## config.mk

```make
export PLATFORM = sky130hd
export DESIGN_NAME = led_pattern_sequencer
export DESIGN_NICKNAME = d
export VERILOG_FILES = /design/src/rtl/led_pattern_sequencer.sv
export SDC_FILE = /design/constraint.sdc
export NUM_CORES = 1
export LEC_CHECK = 0
export ABC_AREA = 1
export CORE_MARGIN = 2
export CORE_UTILIZATION = 45
export CTS_CLUSTER_DIAMETER = 80
export DETAILED_ROUTE_END_ITERATION = 8
export PLACE_DENSITY = 0.78
export SLEW_MARGIN = 20
export SYNTH_ARGS = -nofsm -noshare
export SYNTH_HDL_FRONTEND = slang
export SYNTH_SLANG_ARGS = --single-unit
```

## constraint.sdc

```tcl
create_clock -name CLKIN -period 1.8 [get_ports CLKIN]
set_input_delay 0.36 -clock CLKIN [delete_from_list [all_inputs] [get_ports CLKIN]]
set_output_delay 0.36 -clock CLKIN [all_outputs]
set_load 0.01 [all_outputs]
```

## src/rtl/led_pattern_sequencer.sv

```systemverilog
// Animated 8-LED bar driver (OFF/SCAN/FILL/BLINK) with a programmable step rate.
// Mode/rate commands are staged in a pending slot and only take effect on a step boundary.
module led_pattern_sequencer #(
    parameter int DIV_W        = 23,
    parameter int DEFAULT_DIV  = 1499999,
    parameter int DEFAULT_MODE = 1
) (
    input  logic             CLKIN,
    input  logic             RST,
    input  logic             CMD_VALID,
    output logic             CMD_READY,
    input  logic [1:0]       CMD_MODE,
    input  logic [DIV_W-1:0] CMD_DIV,
    output logic [8:1]       LED,
    output logic             STEP
);

    localparam logic [1:0] MODE_OFF   = 2'd0;
    localparam logic [1:0] MODE_SCAN  = 2'd1;
    localparam logic [1:0] MODE_FILL  = 2'd2;
    localparam logic [1:0] MODE_BLINK = 2'd3;

    localparam logic [1:0]       RST_MODE = DEFAULT_MODE[1:0];
    localparam logic [DIV_W-1:0] RST_DIV  = DEFAULT_DIV[DIV_W-1:0];

    // pos doubles as the FILL level minus one and as the BLINK phase bit
    function automatic logic [7:0] pattern(input logic [1:0] mode, input logic [2:0] pos);
        logic [7:0] leds;
        case (mode)
            MODE_SCAN:  leds = 8'h01 << pos;
            MODE_FILL:  leds = 8'hFF >> (3'd7 - pos);
            MODE_BLINK: leds = pos[0] ? 8'h00 : 8'hFF;
            default:    leds = 8'h00;
        endcase
        return leds;
    endfunction

    logic [1:0]       mode_q, mode_d;
    logic [DIV_W-1:0] div_q, div_d;
    logic [DIV_W-1:0] cnt_q, cnt_d;
    logic [2:0]       pos_q, pos_d;
    logic             dir_up_q, dir_up_d;
    logic             pend_vld_q, pend_vld_d;
    logic [1:0]       pend_mode_q, pend_mode_d;
    logic [DIV_W-1:0] pend_div_q, pend_div_d;
    logic             ready_q, ready_d;
    logic [7:0]       led_q, led_d;
    logic             step_q, step_d;

    logic             tick;
    logic             accept;
    logic [2:0]       pos_adv;
    logic             dir_up_adv;

    assign tick   = (cnt_q == div_q);
    assign accept = CMD_VALID && ready_q;

    // Next pattern position for an ordinary step; ends of the bounce are shown once
    always_comb begin
        pos_adv    = pos_q;
        dir_up_adv = dir_up_q;
        case (mode_q)
            MODE_SCAN, MODE_FILL: begin
                if (dir_up_q) begin
                    pos_adv    = pos_q + 3'd1;
                    dir_up_adv = (pos_adv != 3'd7);
                end else begin
                    pos_adv    = pos_q - 3'd1;
                    dir_up_adv = (pos_adv == 3'd0);
                end
            end
            MODE_BLINK: pos_adv = {2'b00, ~pos_q[0]};
            default: begin
                pos_adv    = pos_q;
                dir_up_adv = dir_up_q;
            end
        endcase
    end

    always_comb begin
        mode_d      = mode_q;
        div_d       = div_q;
        cnt_d       = cnt_q + 1'b1;
        pos_d       = pos_q;
        dir_up_d    = dir_up_q;
        pend_vld_d  = pend_vld_q;
        pend_mode_d = pend_mode_q;
        pend_div_d  = pend_div_q;
        led_d       = led_q;
        step_d      = tick;

        if (tick) begin
            cnt_d = '0;
            if (pend_vld_q) begin
                mode_d     = pend_mode_q;
                div_d      = pend_div_q;
                pos_d      = 3'd0;
                dir_up_d   = 1'b1;
                led_d      = pattern(pend_mode_q, 3'd0);
                pend_vld_d = 1'b0;
            end else begin
                pos_d    = pos_adv;
                dir_up_d = dir_up_adv;
                led_d    = pattern(mode_q, pos_adv);
            end
        end

        // A command arriving on a tick edge cannot be applied by that same tick:
        // accept only happens while the slot is empty, and apply needs it full.
        if (accept) begin
            pend_vld_d  = 1'b1;
            pend_mode_d = CMD_MODE;
            pend_div_d  = CMD_DIV;
        end

        ready_d = !pend_vld_d;
    end

    always_ff @(posedge CLKIN) begin
        if (RST) begin
            mode_q      <= RST_MODE;
            div_q       <= RST_DIV;
            cnt_q       <= '0;
            pos_q       <= 3'd0;
            dir_up_q    <= 1'b1;
            pend_vld_q  <= 1'b0;
            pend_mode_q <= 2'd0;
            pend_div_q  <= '0;
            ready_q     <= 1'b1;
            led_q       <= pattern(RST_MODE, 3'd0);
            step_q      <= 1'b0;
        end else begin
            mode_q      <= mode_d;
            div_q       <= div_d;
            cnt_q       <= cnt_d;
            pos_q       <= pos_d;
            dir_up_q    <= dir_up_d;
            pend_vld_q  <= pend_vld_d;
            pend_mode_q <= pend_mode_d;
            pend_div_q  <= pend_div_d;
            ready_q     <= ready_d;
            led_q       <= led_d;
            step_q      <= step_d;
        end
    end

    assign CMD_READY = ready_q;
    assign LED       = led_q;
    assign STEP      = step_q;

endmodule

```

==> results by group <==
Detailed routing
  • Via density: 4.92
  • DRC: 0
  • First-iteration detailed-routing DRC count: 200
  • Post-route antenna net violation count: 0
  • WL final: about 10000 um
  • Via count: 4035
  • DRT Pass-1 Iters: 5
  • Wire length per cell: around 12 um

Hold path
  • Hold path depth: 2
  • Hold crit path type: reg2reg
  • Hold Crit Start: LED[3]
  • Hold Path End: LED[3]

Setup path
  • Crit path buf inv count: 2
  • RR Startpoint: pos_q[0]
  • Req. time, crit path: ~2.1 ns
  • R2R Setup Slk: about 0.12 ns
  • Cell family with most CP delay: simple AND/OR/NAND/NOR gates
  • CP arrival: 1.95 ns
  • R2R cell count: 13
  • CP Class: reg2reg
  • CP max stage cell: dfxtp_4
  • Crit start category: flip-flop
  • Worst path most repeated cell: nand2_1
  • Crit Path Max Fanout: 7
  • RR Endpoint: LED[3]
  • Critical Path, Cell by Cell: inv_2 > ha_4 > nand2_1 > nand3_2 > nand2_4 > buf_6 > nand3b_1 > nand2_1 > nand3_1 > nand2_1 > nand2_1 > nand2_1 > nand2_1
  • CP Capture Type: flip-flop
  • Critical path's largest stage delay: 0.39 ns

Floorplanning
  • Die height: roughly 100 um
  • Std cell rows: 35
  • Core ar.: 0.00928 sq mm
  • Die Wd: roughly 100 um
  • Starting density of the core: 0.465
  • DIE AREA: just over 0.01 sq mm
  • Ports: 38

Logic synthesis
  • Syn avg cell area: 6.82 sq um
  • Yosys Warn Count: 0
  • FF+latch count, synth: 88
  • Mapped Nets: between 600 and 700
  • Synthesized area: between 0.004 and 0.005 sq mm
  • Area leader, netlist: dfxtp_1
  • Synth unique cells: 32
  • Syn Inst Count: about 630
  • Synth top area share: 0.408
  • Seq/Total Area, Yosys: 0.408
  • Synth area leaders: dfxtp_1, nand2_1, nor2_1, inv_1, nand3_1

Clock network
  • TritonCTS Buffers: 9
  • Longest Clk Path Bufs: 2
  • TritonCTS clock tree: done
  • CTS sink count: slightly below 90
  • Hold Buf Count CTS: 0
  • Later-pin clock latency in the skew report: approximately 0.37 ns
  • # H-tree levels: 3
  • Reg clk slew, reported paths: approximately 0.090 ns
  • CTS root buf: clkbuf_8

Cells and area
  • ANT cells: 0
  • Final instance area: between 0.005 and 0.006 sq mm
  • Nets@finish: a little over 700
  • Most frequent cells in the layout: nand2_1, nor2_1, dfxtp_1
  • Layout cells sized above 1: 0.145
  • Commonest non-fill, non-tap cell in the layout: nand2_1
  • Area growth from synthesis to layout: 24.3%

Pwr
  • Peak supply drop: roughly 0.53 mV
  • Power per standard cell area: slightly above 700 mW/mm^2
  • Leak pwr: roughly 0.0023 uW

Timing
  • Crit share post-route: 0.935
  • Max Transition Viols Final: 0
  • Fin crit period: about 1.7 ns
  • Final Skew: about 0.011 ns
  • Max-slew headroom: 0.667
  • Setup_tns: 0 ns
  • Worst hold slack: 0.453 ns
  • Final Hold Fails: 0
  • Tightest Pin Transition: slightly below 0.5 ns
  • Fmax: approximately 0.6 GHz
  • Final setup margin: 0.117 ns
  • Final number of setup-violating endpoints: 0
  • Unrepaired setup endpoints after global routing: yes

Placed design
  • Port Buffers: 37
  • HPWL Detailed: about 7200 um
  • Placer Congestion: 0.963
  • DP Area: 0.00493 sq mm
  • Worst slack, placed: -0.0551 ns

GRT
  • First-pass GRT wire length: ~17000 um
  • Largest net degree at the start of global routing: 31
  • Initial antenna violation count: 0
  • Vias in the first global route: about 3700
  • GRT overflow: 0
  • Tot GR Track Use: 0.199

Status
  • Outcome: finished, final reports clean

Job
  • Max_cap viols: 0
## metal layers
metal | part of all wire | GRT usage | vias to the layer above
met1 | 0.48 | 0.274 | 1828
met3 | 0.041 | 0.0246 | 10
met2 | 0.47 | 0.320 | 90
met4 | 0.013 | 0.0810 | 0
li1 | - | - | 2107
met5 | 0 | 0 | -
## power breakdown
group	leakage (uW)	internal, uW	total [uW]	switching [uW]
Combinational	0.00147	117	257	140
Clock	0.000116	816	1610	793
Sequential	0.000722	2000	2030	31.3
Total	0.00231	2930	3890	964
## cells by family (layout without fill, tap and decap cells)
logic type | Yosys count | in the layout | share of synthesized area
buf+inv | 89 | 147 | 0.0820
fa+ha+maj | 10 | 10 | 0.0290
xor+xnor | 22 | 22 | 0.0446
compound gates | 57 | 57 | 0.0681
simple gates | 367 | 367 | 0.368
flops | 88 | 88 | 0.408
## flip-flops by register name, indices dropped and copies added, names as in the netlist
| register | count |
|---|---|
| STEP | 1 |
| CMD_READY | 1 |
| pend_div_q | 23 |
| mode_q | 2 |
| pos_q | 3 |
| cnt_q | 23 |
| pend_vld_q | 1 |
| div_q | 23 |
| LED | 8 |
| dir_up_q | 1 |
| pend_mode_q | 2 |
## worst max path at each step
stage	slack, ns	end	start	cells after the start
finish	0.12	LED[3]	pos_q[0]	13
global route	-0.02	LED[4]	pos_q[0]	15
CTS	0.04	LED[4]	mode_q[0]	14
detailed placement	-0.06	LED[4]	mode_q[0]	14
global placement	0.05	LED[6]	pos_q[0]	14
floorplan	0.05	LED[4]	mode_q[0]	14
## tightest hold or removal path, cell delays in order (launching register included)
cell and delay, ns:
dfxtp_1 0.32, nand2_1 0.06, nand2_1 0.04
## cells in the mapped netlist
master     count
nand2_1      169
nor2_1       106
dfxtp_1       88
inv_1         64
nand3_1       41
o21ai_0       34
a21oi_1       19
nand4_1       19
clkbuf_1      13
nor3_1        11
xnor2_1       11
xor2_1        11
ha_1          10
inv_2          5
nor3b_1        5
buf_2          4
nor3_2         3
or2_2          3
and2_1         2
buf_4          2
nand3b_1       2
a21boi_0       1
buf_6          1
nand2_2        1
nand3_4        1
nor2_2         1
nor2_4         1
nor3_4         1
nor4_1         1
o2111ai_1      1
o211ai_1       1
o21ai_1        1
## stage by stage
step                      total power [uW]  std cells   util
after floorplan                       2210        633      -
after global placement                2320        799  0.531
after detailed placement              2330        799  0.531
after CTS                             3910        815  0.557
after global routing                  4030        820  0.578
final                                 3890        820  0.578
## timing repair
item,4_1_cts,5_1_grt
gates resized for setup,5,49
endpoints found under the setup margin,5,43
buffers inserted,0,5
pin swaps,0,11
## final cells by class
class	count	area (sq um)
multi-input cells	456	2330
inverters	69	262
clock buffers	9	124
fillers	880	3920
clock inverters	7	110
repair buffers	62	594
flip-flops and latches	88	1780
well taps	129	161
No activity file was read; power rests on OpenSTA's default activity.
